`src/rtl/flag_cond_pkg.sv`:
```
// Shared definitions for the flag conditioner: debouncer state encoding,
// channel indices and the debounce counter width.
package flag_cond_pkg;

    typedef enum logic [1:0] {
        LO_STABLE = 2'b00,
        LO_TO_HI  = 2'b01,
        HI_STABLE = 2'b11,
        HI_TO_LO  = 2'b10
    } db_state_e;

    localparam int CH_M  = 0;
    localparam int CH_SL = 1;
    localparam int CH_SG = 2;
    localparam int CH_LS = 3;
    localparam int CH_LC = 4;
    localparam int CH_SE = 5;

    function automatic int cnt_width(input int cycles);
        return $clog2(cycles) + 1;
    endfunction

endpackage

```
`src/rtl/flag_debounce_ch.sv`:
```
// One conditioned channel: 2-FF synchronizer, 4-state debounce FSM with
// run counter, registered edge pulses and a sticky rise event.
module flag_debounce_ch
    import flag_cond_pkg::*;
#(
    parameter int   DB_CYCLES = 1000000,
    parameter logic RST_BIT   = 1'b0
) (
    input  logic ck,
    input  logic rst_n,
    input  logic raw,
    input  logic evt_clr,
    output logic flag,
    output logic rise,
    output logic fall,
    output logic evt
);

    localparam int CNT_W = cnt_width(DB_CYCLES);
    localparam db_state_e RST_STATE = RST_BIT ? HI_STABLE : LO_STABLE;

    logic [1:0]       sync_q, sync_d;
    db_state_e        state_q, state_d;
    logic [CNT_W-1:0] cnt_q, cnt_d;
    logic             rise_q, rise_d;
    logic             fall_q, fall_d;
    logic             evt_q, evt_d;
    logic             s;
    logic             last;

    assign s    = sync_q[1];
    assign last = (cnt_q == CNT_W'(DB_CYCLES - 1));

    always_comb begin
        sync_d  = {sync_q[0], raw};
        state_d = state_q;
        cnt_d   = '0;
        rise_d  = 1'b0;
        fall_d  = 1'b0;
        unique case (state_q)
            LO_STABLE: if (s) begin
                // A single-cycle debounce window skips the counting state.
                if (DB_CYCLES == 1) begin
                    state_d = HI_STABLE;
                    rise_d  = 1'b1;
                end else begin
                    state_d = LO_TO_HI;
                    cnt_d   = CNT_W'(1);
                end
            end
            LO_TO_HI: begin
                if (!s) begin
                    state_d = LO_STABLE;
                end else if (last) begin
                    state_d = HI_STABLE;
                    rise_d  = 1'b1;
                end else begin
                    cnt_d = cnt_q + CNT_W'(1);
                end
            end
            HI_STABLE: if (!s) begin
                if (DB_CYCLES == 1) begin
                    state_d = LO_STABLE;
                    fall_d  = 1'b1;
                end else begin
                    state_d = HI_TO_LO;
                    cnt_d   = CNT_W'(1);
                end
            end
            HI_TO_LO: begin
                if (s) begin
                    state_d = HI_STABLE;
                end else if (last) begin
                    state_d = LO_STABLE;
                    fall_d  = 1'b1;
                end else begin
                    cnt_d = cnt_q + CNT_W'(1);
                end
            end
            default: state_d = RST_STATE;
        endcase
        // Set beats clear so a rise coinciding with a clear is never lost.
        evt_d = rise_d | (evt_q & ~evt_clr);
    end

    always_ff @(posedge ck or negedge rst_n) begin
        if (!rst_n) begin
            sync_q  <= {2{RST_BIT}};
            state_q <= RST_STATE;
            cnt_q   <= '0;
            rise_q  <= 1'b0;
            fall_q  <= 1'b0;
            evt_q   <= 1'b0;
        end else begin
            sync_q  <= sync_d;
            state_q <= state_d;
            cnt_q   <= cnt_d;
            rise_q  <= rise_d;
            fall_q  <= fall_d;
            evt_q   <= evt_d;
        end
    end

    // The upper state bit is the clean level by encoding.
    assign flag = state_q[1];
    assign rise = rise_q;
    assign fall = fall_q;
    assign evt  = evt_q;

endmodule

```
`src/rtl/flag_conditioner.sv`:
```
// Input conditioning for the sequencer flag mux: N_IN independent
// synchronize/debounce channels with edge pulses and sticky rise events.
module flag_conditioner
    import flag_cond_pkg::*;
#(
    parameter int              N_IN      = 6,
    parameter int              DB_CYCLES = 1000000,
    parameter logic [N_IN-1:0] RST_LEVEL = '0
) (
    input  logic            ck,
    input  logic            rst_n,
    input  logic [N_IN-1:0] raw_in,
    input  logic [N_IN-1:0] evt_clr,
    output logic [N_IN-1:0] flag,
    output logic [N_IN-1:0] rise,
    output logic [N_IN-1:0] fall,
    output logic [N_IN-1:0] evt
);

    for (genvar i = 0; i < N_IN; i++) begin : g_ch
        flag_debounce_ch #(
            .DB_CYCLES (DB_CYCLES),
            .RST_BIT   (RST_LEVEL[i])
        ) u_ch (
            .ck      (ck),
            .rst_n   (rst_n),
            .raw     (raw_in[i]),
            .evt_clr (evt_clr[i]),
            .flag    (flag[i]),
            .rise    (rise[i]),
            .fall    (fall[i]),
            .evt     (evt[i])
        );
    end

endmodule

```
`config.mk`:
```
export PLATFORM = sky130hd
export DESIGN_NAME = flag_conditioner
export DESIGN_NICKNAME = d
export VERILOG_FILES = /design/src/rtl/flag_cond_pkg.sv /design/src/rtl/flag_debounce_ch.sv /design/src/rtl/flag_conditioner.sv
export SDC_FILE = /design/constraint.sdc
export NUM_CORES = 1
export LEC_CHECK = 0
export ABC_CLOCK_PERIOD_IN_PS = 2800
export CAP_MARGIN = 25
export CORE_ASPECT_RATIO = 0.8
export CORE_MARGIN = 2
export CORE_UTILIZATION = 40
export DETAILED_ROUTE_END_ITERATION = 8
export GPL_ROUTABILITY_DRIVEN = 0
export GPL_TIMING_DRIVEN = 0
export PLACE_DENSITY = 0.56
export SLEW_MARGIN = 20
export SYNTH_ARGS = -nofsm -noshare
export SYNTH_HDL_FRONTEND = slang
export SYNTH_SLANG_ARGS = --single-unit
```
`constraint.sdc`:
```
create_clock -name ck -period 2.8 [get_ports ck]
set_input_delay 0.28 -clock ck [delete_from_list [all_inputs] [get_ports ck]]
set_output_delay 0.28 -clock ck [all_outputs]
set_load 0.01 [all_outputs]
```
==> results.cfg <==
[status]
status = complete, but fails checks
violations = DRC

[sta]
finalSetupTns_ns = 0
setup_viol = 0
skew_ns = 0.00826
relSlewSlack_pct = 41.1
drv_slew = 0
rsz0062_at_grt = false
worst_pin_slew_ns = 0.875
period_needed_ns = 2.15
finalCritPeriodShare_pct = 76.9
hold_viol_final = 0
clock.fmax_mhz = 464

[min_path]
hp-class = input port to register
hold_path_end = g_ch[0].u_ch.sync_q[0]
min_path_cells = 1
hold_start = raw_in[0]

[worst_setup_path]
rr_startpoint = g_ch[0].u_ch.cnt_q[0]
worst-setup-path-type = register to register
startpoint_type = register
worstRegToRegCells = 7
r2r_slack_ns = 0.65
arrival_ns = 2.50
endpoint_kind = register
crit_path_max_fanout = 10
slowest_delay_ns = 0.47
critPathSlowestCell = a2bb2oi_1
crit_family = simple AND/OR/NAND/NOR gates
crit_start = g_ch[0].u_ch.cnt_q[0]
r2r_end = g_ch[0].u_ch.cnt_q[17]
crit_path_cell_trace = ha_1, and4_1, nand4_1, a2bb2oi_1, nand2b_1, clkbuf_1, nor2_1
critPathBufInv = 1
worstPathRequired_ns = 3.15

[route]
vias = 5892
dr.max_layer_used = met4
drt_iter0_drc = 361
drtAntennaViolNets = 0
wl_per_cell_um = 12.7
wl_um = 15300
drc_errors = 4
met1Wirelength_um = 8500
wl_met2_um = 6240
drtPass1Iterations = 6
routed_via_density = 4.89
dr_wl_met3_um = 416

[synthesis]
synth_fp_nets = 909
ys_seq_area_share_pct = 49.1
ys_top_cells_by_area = dfrtp_1 49%, xor2_1 7.1%, nor2_1 6.4%, xnor2_1 4.5%, ha_1 4.4%
syn_inst = 865
synth-seq-cells = 168
asyncSetResetFlopFracSynth_pct = 100
yosysWarnings = 0
yosysTopAreaCell = dfrtp_1
avgSynthCellArea_um2 = 9.89
synth_area_mm2 = 0.00856
synth_edf_count = 0
synth_top_area_share_pct = 49.1
synth_cell_types = 51
synthFlopType = dfrtp_1

[finish]
multi_input_area_mm2 = 0.00391
drive_gt1_share_pct = 10.8
diodes = 0
syn2layout_area_growth_pct = 15.3
fillers = 1993
instances_no_fill = 1205
regArea_mm2 = 0.00420
fin_nets = 967

[clock_tree]
clock-root-buffer = clkbuf_16
post-cts-setup-buffers = 0
insertion_delay_ns = 0.42
cts.sinks = 168
clkTransAtPathRegs_ns = 0.06
cts-buffers-inserted = 17
cts_tree = done
cts.path.max_buffers = 2
htreeDepth = 4
cts_resized = 0

[placement]
hpwl_um = 10500
io_buffers = 37
place_inst = 1172

[die]
pin_count = 38
core-area_mm2 = 0.0208
die_h_um = 135
die_area_mm2 = 0.0226
die_w_um = 168
rows = 47
initial_core_util_pct = 41.1

[power_and_ir_drop]
p_per_area_mw_per_mm2 = 677
ir_drop_v = 0.000391
leakage_nw = 4.25

[global_routing]
antenna_found_initial = 0
grt_max_degree = 88
grt_pass1_wl_um = 27300
overflow = 0
grt_pass1_vias = 5636
grt.total_usage_pct = 14.8

[run]
maxCapViolCount = 0
cell families after synthesis:
family	synth area share (%)
AO/OA/AOI/OAI	3.96
adder cells (fa/ha/maj)	4.39
XOR/XNOR	11.6
buffers and inverters	5.25
flip-flops	49.1
multiplexers	0.994
AND/OR/NAND/NOR	24.7
how the worst max path moves through the flow:
stage / slack, ns / end / cells after the start
global placement: -5.80 / g_ch[1].u_ch.state_q[1] / 1
global route: 0.43 / g_ch[0].u_ch.cnt_q[19] / 7
floorplan: 0.88 / g_ch[3].u_ch.cnt_q[8] / 8
detailed placement: 0.62 / g_ch[0].u_ch.cnt_q[17] / 7
CTS: 0.61 / g_ch[0].u_ch.cnt_q[19] / 7
finish: 0.65 / g_ch[0].u_ch.cnt_q[17] / 7
metal layers:
metal | track usage, % | up-vias
met5 | 0 | -
met4 | 4.20 | 0
met3 | 3.34 | 9
met2 | 21.1 | 61
met1 | 22.4 | 2792
li1 | - | 3030
cell usage after synthesis (all sizes together) (9+ instances only):
cell and n:
nor2 164, and4 14, nor3 16, inv 38, buf 37, dfrtp 168
ha 30, nand4 34, and3 27, nor4 18, nand3 53, nor4b 9
a21oi 13, xnor2 44, o21ai 9, nand2 55, xor2 69
registers in the layout, indices dropped and copies added, names as in the netlist:
| signal | count |
|---|---|
| g_ch.u_ch.state_q | 12 |
| g_ch.u_ch.rise | 6 |
| g_ch.u_ch.sync_q | 12 |
| g_ch.u_ch.evt | 6 |
| g_ch.u_ch.fall | 6 |
| g_ch.u_ch.cnt_q | 126 |
what timing repair did:
item,4_1_cts,5_1_grt
endpoints found under the setup margin,0,0
hold buffers,1,0
hold endpoints to repair,86,0
cells in the final DEF (no fill, tap or decap), types with 19 or more instances in the layout:
master,instances
and3_1,27
clkdlybuf4s50_1,36
nor2_1,145
dfrtp_1,168
buf_4,26
xnor2_1,44
xor2_1,69
nor2_2,19
ha_1,30
nand2_1,55
inv_1,38
nand3_1,53
nand4_1,34
through the flow:
stage / setup WS, ns / total power, mW / utilization, % / hold slack (ns) / area, um2
2_1_floorplan: 0.875 / 4.02 / - / -0.0156 / 8560
3_3_place_gp: -5.80 / 4.47 / 44.5 / 0.332 / 9270
3_5_place_dp: 0.623 / 4.49 / 44.7 / 0.336 / 9300
4_1_cts: 0.607 / 6.78 / 47.4 / 0.271 / 9870
5_1_grt: 0.430 / 7.13 / 47.4 / 0.271 / 9870
6_report: 0.647 / 6.68 / 47.4 / 0.294 / 9870
cell type report:
type / instances / area share (%)
multi-input cells: 617 / 39.6
inverters: 38 / 1.45
flip-flops and latches: 168 / 42.6
clock inverters: 6 / 0.646
well taps: 269 / 3.41
repair buffers: 39 / 4.18
clock buffers: 26 / 5.06
plain buffers: 42 / 3.11
where the power goes:
part | internal, mW | total [mW] | switching (mW)
registers | 2.59 | 2.76 | 0.167
logic | 0.712 | 1.66 | 0.952
clock network | 1.32 | 2.26 | 0.936
total | 4.63 | 6.68 | 2.06
Note: power is estimated with default switching activity, not from simulation.
